$ cat src/rtl/icache_refill_master_if.sv
// AXI read-channel subset (AR + R) between the refill master and instruction memory.
// Only the fields the single-burst refill needs are carried.
interface axi_read_if #(
   parameter int AXI_ADDR_WIDTH = 32
);
   logic [AXI_ADDR_WIDTH-1:0] araddr;
   logic [7:0]                arlen;
   logic                      arvalid;
   logic                      arready;
   logic [31:0]               rdata;
   logic [1:0]                rresp;
   logic                      rvalid;
   logic                      rlast;
   logic                      rready;

   modport master (
      output araddr, arlen, arvalid, rready,
      input  arready, rdata, rresp, rvalid, rlast
   );

   modport slave (
      input  araddr, arlen, arvalid, rready,
      output arready, rdata, rresp, rvalid, rlast
   );
endinterface

$ cat src/rtl/icache_refill_master.sv
// Refills one icache line per request with a single AXI INCR burst; BEATS+2 cycles minimum.
// Stalls on arready/rvalid; req_ready is low from accept until the response pulse has gone.
module icache_refill_master #(
   parameter int AXI_ADDR_WIDTH = 32,
   parameter int LINE_BYTES     = 32
) (
   input  logic                      clk,
   input  logic                      rst,
   input  logic                      req_valid,
   input  logic [AXI_ADDR_WIDTH-1:0] req_addr,
   output logic                      req_ready,
   output logic                      resp_valid,
   output logic [LINE_BYTES*8-1:0]   resp_data,
   output logic                      resp_err,
   axi_read_if.master                axi_if
);
   localparam int BEATS = LINE_BYTES / 4;
   localparam int CNT_W = $clog2(BEATS) + 1;
   localparam int IDX_W = (BEATS > 1) ? $clog2(BEATS) : 1;
   localparam logic [CNT_W-1:0]          LAST_CNT  = CNT_W'(BEATS - 1);
   localparam logic [AXI_ADDR_WIDTH-1:0] LINE_MASK = ~AXI_ADDR_WIDTH'(LINE_BYTES - 1);

   typedef enum logic [1:0] {IDLE, AR, R, DONE} state_t;

   state_t                    state_q, state_d;
   logic                      req_ready_q, req_ready_d;
   logic                      arvalid_q, arvalid_d;
   logic                      rready_q, rready_d;
   logic                      resp_valid_q, resp_valid_d;
   logic                      resp_err_q, resp_err_d;
   logic                      err_q, err_d;
   logic [AXI_ADDR_WIDTH-1:0] araddr_q, araddr_d;
   logic [CNT_W-1:0]          beat_cnt_q, beat_cnt_d;
   logic [BEATS-1:0][31:0]    line_q, line_d;

   logic r_hs;
   logic at_last_slot;

   always_comb begin
      state_d      = state_q;
      req_ready_d  = req_ready_q;
      arvalid_d    = arvalid_q;
      rready_d     = rready_q;
      resp_valid_d = 1'b0;
      resp_err_d   = resp_err_q;
      err_d        = err_q;
      araddr_d     = araddr_q;
      beat_cnt_d   = beat_cnt_q;
      line_d       = line_q;
      r_hs         = rready_q && axi_if.rvalid;
      at_last_slot = (beat_cnt_q == LAST_CNT);

      case (state_q)
         IDLE: begin
            if (req_valid && req_ready_q) begin
               state_d     = AR;
               req_ready_d = 1'b0;
               arvalid_d   = 1'b1;
               araddr_d    = req_addr & LINE_MASK;
               line_d      = '0;
               beat_cnt_d  = '0;
               err_d       = 1'b0;
            end
         end
         AR: begin
            if (axi_if.arready) begin
               state_d   = R;
               arvalid_d = 1'b0;
               rready_d  = 1'b1;
            end
         end
         R: begin
            if (r_hs) begin
               line_d[beat_cnt_q[IDX_W-1:0]] = axi_if.rdata;
               beat_cnt_d = beat_cnt_q + CNT_W'(1);
               err_d      = err_q | (axi_if.rresp != 2'b00);
               // The burst ends on whichever comes first; disagreement is a protocol error.
               if (axi_if.rlast || at_last_slot) begin
                  err_d        = err_d | (axi_if.rlast != at_last_slot);
                  state_d      = DONE;
                  rready_d     = 1'b0;
                  resp_valid_d = 1'b1;
                  resp_err_d   = err_d;
               end
            end
         end
         DONE: begin
            state_d     = IDLE;
            req_ready_d = 1'b1;
         end
         default: begin
            state_d     = IDLE;
            req_ready_d = 1'b1;
            arvalid_d   = 1'b0;
            rready_d    = 1'b0;
         end
      endcase
   end

   always_ff @(posedge clk or posedge rst) begin
      if (rst) begin
         state_q      <= IDLE;
         req_ready_q  <= 1'b1;
         arvalid_q    <= 1'b0;
         rready_q     <= 1'b0;
         resp_valid_q <= 1'b0;
         resp_err_q   <= 1'b0;
         err_q        <= 1'b0;
         araddr_q     <= '0;
         beat_cnt_q   <= '0;
         line_q       <= '0;
      end else begin
         state_q      <= state_d;
         req_ready_q  <= req_ready_d;
         arvalid_q    <= arvalid_d;
         rready_q     <= rready_d;
         resp_valid_q <= resp_valid_d;
         resp_err_q   <= resp_err_d;
         err_q        <= err_d;
         araddr_q     <= araddr_d;
         beat_cnt_q   <= beat_cnt_d;
         line_q       <= line_d;
      end
   end

   // arlen never changes, so it is stable across the whole burst by construction.
   assign axi_if.araddr  = araddr_q;
   assign axi_if.arlen   = 8'(BEATS - 1);
   assign axi_if.arvalid = arvalid_q;
   assign axi_if.rready  = rready_q;
   assign req_ready      = req_ready_q;
   assign resp_valid     = resp_valid_q;
   assign resp_err       = resp_err_q;
   assign resp_data      = line_q;
endmodule

$ cat src/flat_wrapper.sv
// flat-port wrapper written by rule: the top's interface ports become plain ports
module icache_refill_master_flat 
#(
   parameter int AXI_ADDR_WIDTH = 32,
   parameter int LINE_BYTES     = 32
)
  (clk, rst, req_valid, req_addr, req_ready, resp_valid, resp_data, resp_err, axi_if_araddr, axi_if_arlen, axi_if_arvalid, axi_if_rready, axi_if_arready, axi_if_rdata, axi_if_rresp, axi_if_rvalid, axi_if_rlast);
  axi_read_if #(.AXI_ADDR_WIDTH(AXI_ADDR_WIDTH)) axi_if_i ();
  input  logic clk;
  input  logic rst;
  input  logic req_valid;
  input  logic [AXI_ADDR_WIDTH-1:0] req_addr;
  output logic req_ready;
  output logic resp_valid;
  output logic [LINE_BYTES*8-1:0] resp_data;
  output logic resp_err;
  output wire logic [$bits(axi_if_i.araddr)-1:0] axi_if_araddr;
  output wire logic [$bits(axi_if_i.arlen)-1:0] axi_if_arlen;
  output wire logic [$bits(axi_if_i.arvalid)-1:0] axi_if_arvalid;
  output wire logic [$bits(axi_if_i.rready)-1:0] axi_if_rready;
  input wire logic [$bits(axi_if_i.arready)-1:0] axi_if_arready;
  input wire logic [$bits(axi_if_i.rdata)-1:0] axi_if_rdata;
  input wire logic [$bits(axi_if_i.rresp)-1:0] axi_if_rresp;
  input wire logic [$bits(axi_if_i.rvalid)-1:0] axi_if_rvalid;
  input wire logic [$bits(axi_if_i.rlast)-1:0] axi_if_rlast;
  assign axi_if_araddr = axi_if_i.araddr;
  assign axi_if_arlen = axi_if_i.arlen;
  assign axi_if_arvalid = axi_if_i.arvalid;
  assign axi_if_rready = axi_if_i.rready;
  assign axi_if_i.arready = axi_if_arready;
  assign axi_if_i.rdata = axi_if_rdata;
  assign axi_if_i.rresp = axi_if_rresp;
  assign axi_if_i.rvalid = axi_if_rvalid;
  assign axi_if_i.rlast = axi_if_rlast;
  icache_refill_master #(.AXI_ADDR_WIDTH(AXI_ADDR_WIDTH), .LINE_BYTES(LINE_BYTES)) u_core (.clk(clk), .rst(rst), .req_valid(req_valid), .req_addr(req_addr), .req_ready(req_ready), .resp_valid(resp_valid), .resp_data(resp_data), .resp_err(resp_err), .axi_if(axi_if_i));
endmodule
$ cat config.mk
export PLATFORM = sky130hd
export DESIGN_NAME = icache_refill_master_flat
export DESIGN_NICKNAME = d
export VERILOG_FILES = /design/src/rtl/icache_refill_master_if.sv /design/src/rtl/icache_refill_master.sv /design/src/flat_wrapper.sv
export SDC_FILE = /design/constraint.sdc
export NUM_CORES = 1
export LEC_CHECK = 0
export CAP_MARGIN = 25
export CORE_MARGIN = 4
export CORE_UTILIZATION = 42
export CTS_BUF_LIST = sky130_fd_sc_hd__clkbuf_2
export DETAILED_ROUTE_END_ITERATION = 7
export PLACE_DENSITY = 0.86
export SLEW_MARGIN = 20
export SYNTH_ARGS = -nofsm -noshare
export SYNTH_HDL_FRONTEND = slang
export SYNTH_SLANG_ARGS = --single-unit
$ cat constraint.sdc
create_clock -name clk -period 23.1 [get_ports clk]
set_input_delay 4.62 -clock clk [delete_from_list [all_inputs] [get_ports clk]]
set_output_delay 4.62 -clock clk [all_outputs]
set_load 0.02 [all_outputs]
## After elaboration in Yosys (flattened, before gate mapping)

Index checks and enable logic that the tools add are counted.

- Register bits after elaboration: 295
- Bits in latches: 0
- RAM bits: 0
- Bits in read-only memories: 0
- Input bits: 72
- Output and inout port bits: 301
- Word-level logic and storage cells: 77
- Memories kept: 0

- Add/subtract/negate cells: 1
- Multipliers: 0
- Div/mod/pow operators: 0
- Order comparisons: 2
- Equal/unequal tests: 9
- Shift operators: 0
- Mux-type cells: 29
- Bitwise logic cells: 2
- Reductions and logical operators: 17

Operator list:

| cell | number |
|---|---|
| 2-to-1 mux 256 bit | 2 |
| one-hot mux 256 bit (2 select lines) | 1 |
| bitwise mux 256 bit | 1 |
| demux 32 bit (select 3 bit) | 1 |
| 2-to-1 mux 32 bit | 1 |
| 2-to-1 mux 1 bit | 11 |
| nonzero test 2 bit | 5 |
| AND reduction 3 bit | 3 |
| 2-to-1 mux 2 bit | 4 |
| 2-to-1 mux 4 bit | 2 |
| one-hot mux 1 bit (2 select lines) | 4 |
| one-hot mux 2 bit (4 select lines) | 1 |
| one-hot mux 4 bit (2 select lines) | 1 |
| AND reduction 4 bit | 2 |
| inequality test 2 x 1 -> 1 bit, second input constant | 3 |
| adder 4 x 1 -> 4 bit, second input constant | 1 |
| equality test 2 bit, second input constant | 2 |
| equality test 4 x 3 -> 1 bit, second input constant | 1 |
| less-than comparator 3 x 4 -> 1 bit, second input constant | 1 |
| AND reduction 2 bit | 2 |
| >= comparator 3 x 1 -> 1 bit, second input constant | 1 |
| logical AND 1 bit | 3 |
| equality test 2 x 1 -> 1 bit, second input constant | 1 |
| logical NOT 2 bit | 1 |
| other kinds (4) | 5 |

## Depth between registers and ports, before layout

- Depth after elaboration: 7
- Gate-level depth with buffers: 9
- Mapped depth without buffers: 6

## Worst setup path after synthesis

OpenSTA, ideal clock, no wires.

- Path kind: input-to-reg
- Start point: input port axi_if_rlast
- End point: register u_core.state_q[1]
- Library setup time: 125 ps
- Data arrival time: 5656 ps
- Data required time: 22975 ps
- Path slack: 17319 ps
- Cell stages on the path: 5
- Buffers on the path: 0
- Cells stage by stage: inv_1 ha_1 nand3b_1 a211oi_1 mux2_2

- Longest elaborated chain between the ends: 3

RTL lines:

| item | RTL line | source |
|---|---|---|
| start, declared | flat_wrapper.sv:25 | `input wire logic [$bits(axi_if_i.rlast)-1:0] axi_if_rlast;` |
| logical OR 1 bit | icache_refill_master.sv:78 | `if (axi_if.rlast \|\| at_last_slot) begin` |
| inequality test 2 x 1 -> 1 bit (no line) | - |  |
| AND reduction 4 bit (no line) | - |  |
| end signal, assigned | icache_refill_master.sv:113 | `state_q <= state_d;` |
| end, declared | icache_refill_master.sv:25 | `state_t state_q, state_d;` |

Every way passes these cells.
A chain may end at the register's enable or synchronous reset.

## Worst setup path after layout

- Start point: register u_core.req_ready_q, in the netlist u_core.req_ready
- End point: output port req_ready

RTL lines:

| item | RTL line | source |
|---|---|---|
| start, declared | icache_refill_master.sv:26 | `logic req_ready_q, req_ready_d;` |
| start signal, assigned | icache_refill_master.sv:114 | `req_ready_q <= req_ready_d;` |
| end, declared | flat_wrapper.sv:13 | `output logic req_ready;` |

No word-level cell between the ends.

==> impl_metrics.toml <==
[setup_path]
critPathLaunch = "u_core.req_ready$_DFFE_PP1P_"
endpoint_kind = "output port"
worst_ep_arrival_time_ps = 2020
cp_slowest_cell = "clkdlybuf4s50_1"
cp_max_fo = 7
required_ps = 18480
crit_buf_inv = 1
cp_slowest_stage_delay_ps = 650
start_kind = "register"
r2r-start = "u_core.state_q[0]$_DFFE_PP0P_"
path_cells = "clkdlybuf4s50_1"
cpLargestDelayFamily = "buffers and inverters"
crit_type = "reg2out"

[floorplan]
io-pin-count = 373
dieArea_um2 = 29440
fp.dieH_um = 171.6
start_util = 0.4289
die-width_um = 171.6
design.core.area_um2 = 26210
rows = 59

[hold_path]
hp-start = "u_core.err_q$_DFFE_PP0P_"
hp-class = "reg2reg"

[layout]
syn_to_final_growth_pct = 40.12
drive_above_1_share = 0.1570
insertedDiodeCount = 0
fin_nets = 1204
fin_cells = 1507
num-fill-cells = 1935
layout_commonest_cell = "clkdlybuf4s50_1"
final_cell_mix = "clkdlybuf4s50_1 (354), dfrtp_1 (294), a22o_1 (258), clkbuf_2 (105), mux2_2 (30)"

[drt]
ant_nets = 0
wl_per_cell_um = 23.83
wl_mm = 35.92
drtIter0Drc = 593
drt_pre_antenna_iters = 5
vias = 8590
drcViolationCount = 0
via_per_inst = 5.700

[power_and_ir_drop]
ir_drop_uv = 77.43
power_density_nw_per_um2 = 114.1
p_leak_nw = 7.232

[sta]
max_slew_margin = 0.4193
fin_setup_tns_ps = 0
final_max_slew_viol_count = 0
timing.final.ws_setup_ps = 16460
fin_skew_ps = 85.48
period_minus_slack_ps = 6644
final_hold_viol_count = 0
final-setup-viol-count = 0
fin_crit_sh = 0.2876
rsz0062_at_grt = "false"
worstMarginPinSlew_ps = 871.1
fmax_mhz = 150.5

[synth]
ys_ff_latch = 295
yosys.area.top_type_share = 0.6546
ys_seq_area_frac = 0.6569
synthArstFlopShare = 1.000
avgSynthCellArea_um2 = 14.62
syn_inst = 769
synth_edf_count = 0
netlist_area_um2 = 11240
synth.area.top_cells = "dfrtp_1 (65%), a22o_1 (20%), mux2_2 (3.0%)"
synth_cell_types = 42
yosysTopAreaCell = "dfrtp_1"
ys.flop_type = "dfrtp_1"
ys_warn_count = 0

[place]
io_buffers = 354
dp.cells = 1377
dp_hpwl_mm = 23.96
gp_congestion = 0.7935
preCtsSetupSlack_ps = 15880

[clock_tree]
cts_buffers = 74
htreeDepth = 3
cts.sinks = 295
root_buffer = "clkbuf_2"
clk_path_buf_depth = 3
cts_tree = "built"
cts-hold-fix-buffers = 0
clock_latency_ps = 840
cts_resized = 0
cts_setup_buffers = 0
cts.clk_slew.worst_paths_ps = 100

[grt]
track_usage = 0.2364
grt_pass1_vias = 8924
grt_overflow_total = 0
grt_start_max_net_pins = 154
antenna_found_initial = 0
grt_pass1_wl_mm = 53.46

[status]
status = "completed"

[job]
cap_violations = 0
## registers in the layout, summed over array words and instances, names as in the netlist
| signal | cells |
|---|---|
| u_core.resp_data | 256 |
| u_core.axi_if.araddr | 27 |
| u_core.beat_cnt_q | 4 |
| u_core.state_q | 2 |
| u_core.axi_if.arvalid | 1 |
| u_core.axi_if.rready | 1 |
| u_core.err_q | 1 |
| u_core.req_ready | 1 |
| u_core.resp_err | 1 |
| u_core.resp_valid | 1 |
## routing by layer
layer  routed length, µm  GRT usage  up-vias
met3                3515    0.07240       91
met2               16800     0.3702      518
li1                    -          -     3626
met1               14330     0.3115     4355
met4                1264    0.09128        0
met5                   0          0        -
## area by class of cell
type / instances / area [µm²] / area share
well taps: 335 / 419.2 / 0.02661
inverters: 8 / 37.54 / 0.002383
flip-flops and latches: 295 / 7383 / 0.4688
multi-input cells: 372 / 3415 / 0.2168
repair buffers: 373 / 3830 / 0.2432
clock buffers: 105 / 525.5 / 0.03337
clock inverters: 19 / 138.9 / 0.008819
## cell usage after synthesis, types with 2 or more instances
cell type and number:
nand2_1 3, mux2_2 30, clkbuf_1 2, a21oi_1 2, buf_6 4, and3_1 3
inv_1 8, nor4_4 4, ha_1 8, nand3b_1 3, buf_4 20, dfrtp_1 294
conb_1 2, a221o_1 2, buf_2 47, nor2_1 3, a22o_1 258, o21ai_0 5
nand2b_1 4, and3b_1 2, nor2b_1 4, o221ai_2 7, nor3b_1 3, buf_1 32
nor4_2 2
## metrics by stage
| stage | utilization | cell area (µm²) | power [mW] | hold slack (ps) |
|---|---|---|---|---|
| after global routing | 0.6010 | 15750 | 1.887 | 515.6 |
| after floorplan | - | 11280 | 1.091 | 461.8 |
| after global placement | 0.5683 | 14890 | 1.389 | 476.6 |
| after CTS | 0.5953 | 15600 | 1.776 | 503.3 |
| after detailed placement | 0.5699 | 14940 | 1.419 | 480.2 |
| final | 0.6010 | 15750 | 1.797 | 497.6 |
## kinds of logic (layout without fill, tap and decap cells)
group                      count (synthesis)  in the layout  share of synthesized area
muxes                                     31             31                    0.03095
buffers and inverters                    113            505                    0.05232
DFF                                      295            295                     0.6569
adders and majority gates                  8              8                   0.008906
AOI/OAI and AO/OA                        281            281                     0.2209
and+or+nand+nor                           39             39                    0.02939
other                                      2             13                  0.0006682
## where the power goes
| part | leakage, nW | switching, mW | internal (mW) | total [mW] |
|---|---|---|---|---|
| combinational | 2.71 | 0.421 | 0.334 | 0.754 |
| sequential | 4.02 | 0.0710 | 0.620 | 0.691 |
| clock | 0.499 | 0.208 | 0.144 | 0.352 |
## worst paths after layout
path / to / slack (ps) / cells past startpoint
setup / recovery: req_ready / 16460 / 1
hold / removal: u_core.err_q$_DFFE_PP0P_ / 500 / 1
setup reg to reg: u_core.beat_cnt_q[3]$_DFFE_PP0P_ / 20210 / 5
hold reg to reg: u_core.err_q$_DFFE_PP0P_ / 500 / 1
max in group asynchronous: u_core.resp_data[222]$_DFFE_PP0P_ / 17790 / 3
min in group asynchronous: u_core.resp_data[20]$_DFFE_PP0P_ / 4140 / 2
(Power assumes the default switching activity.)
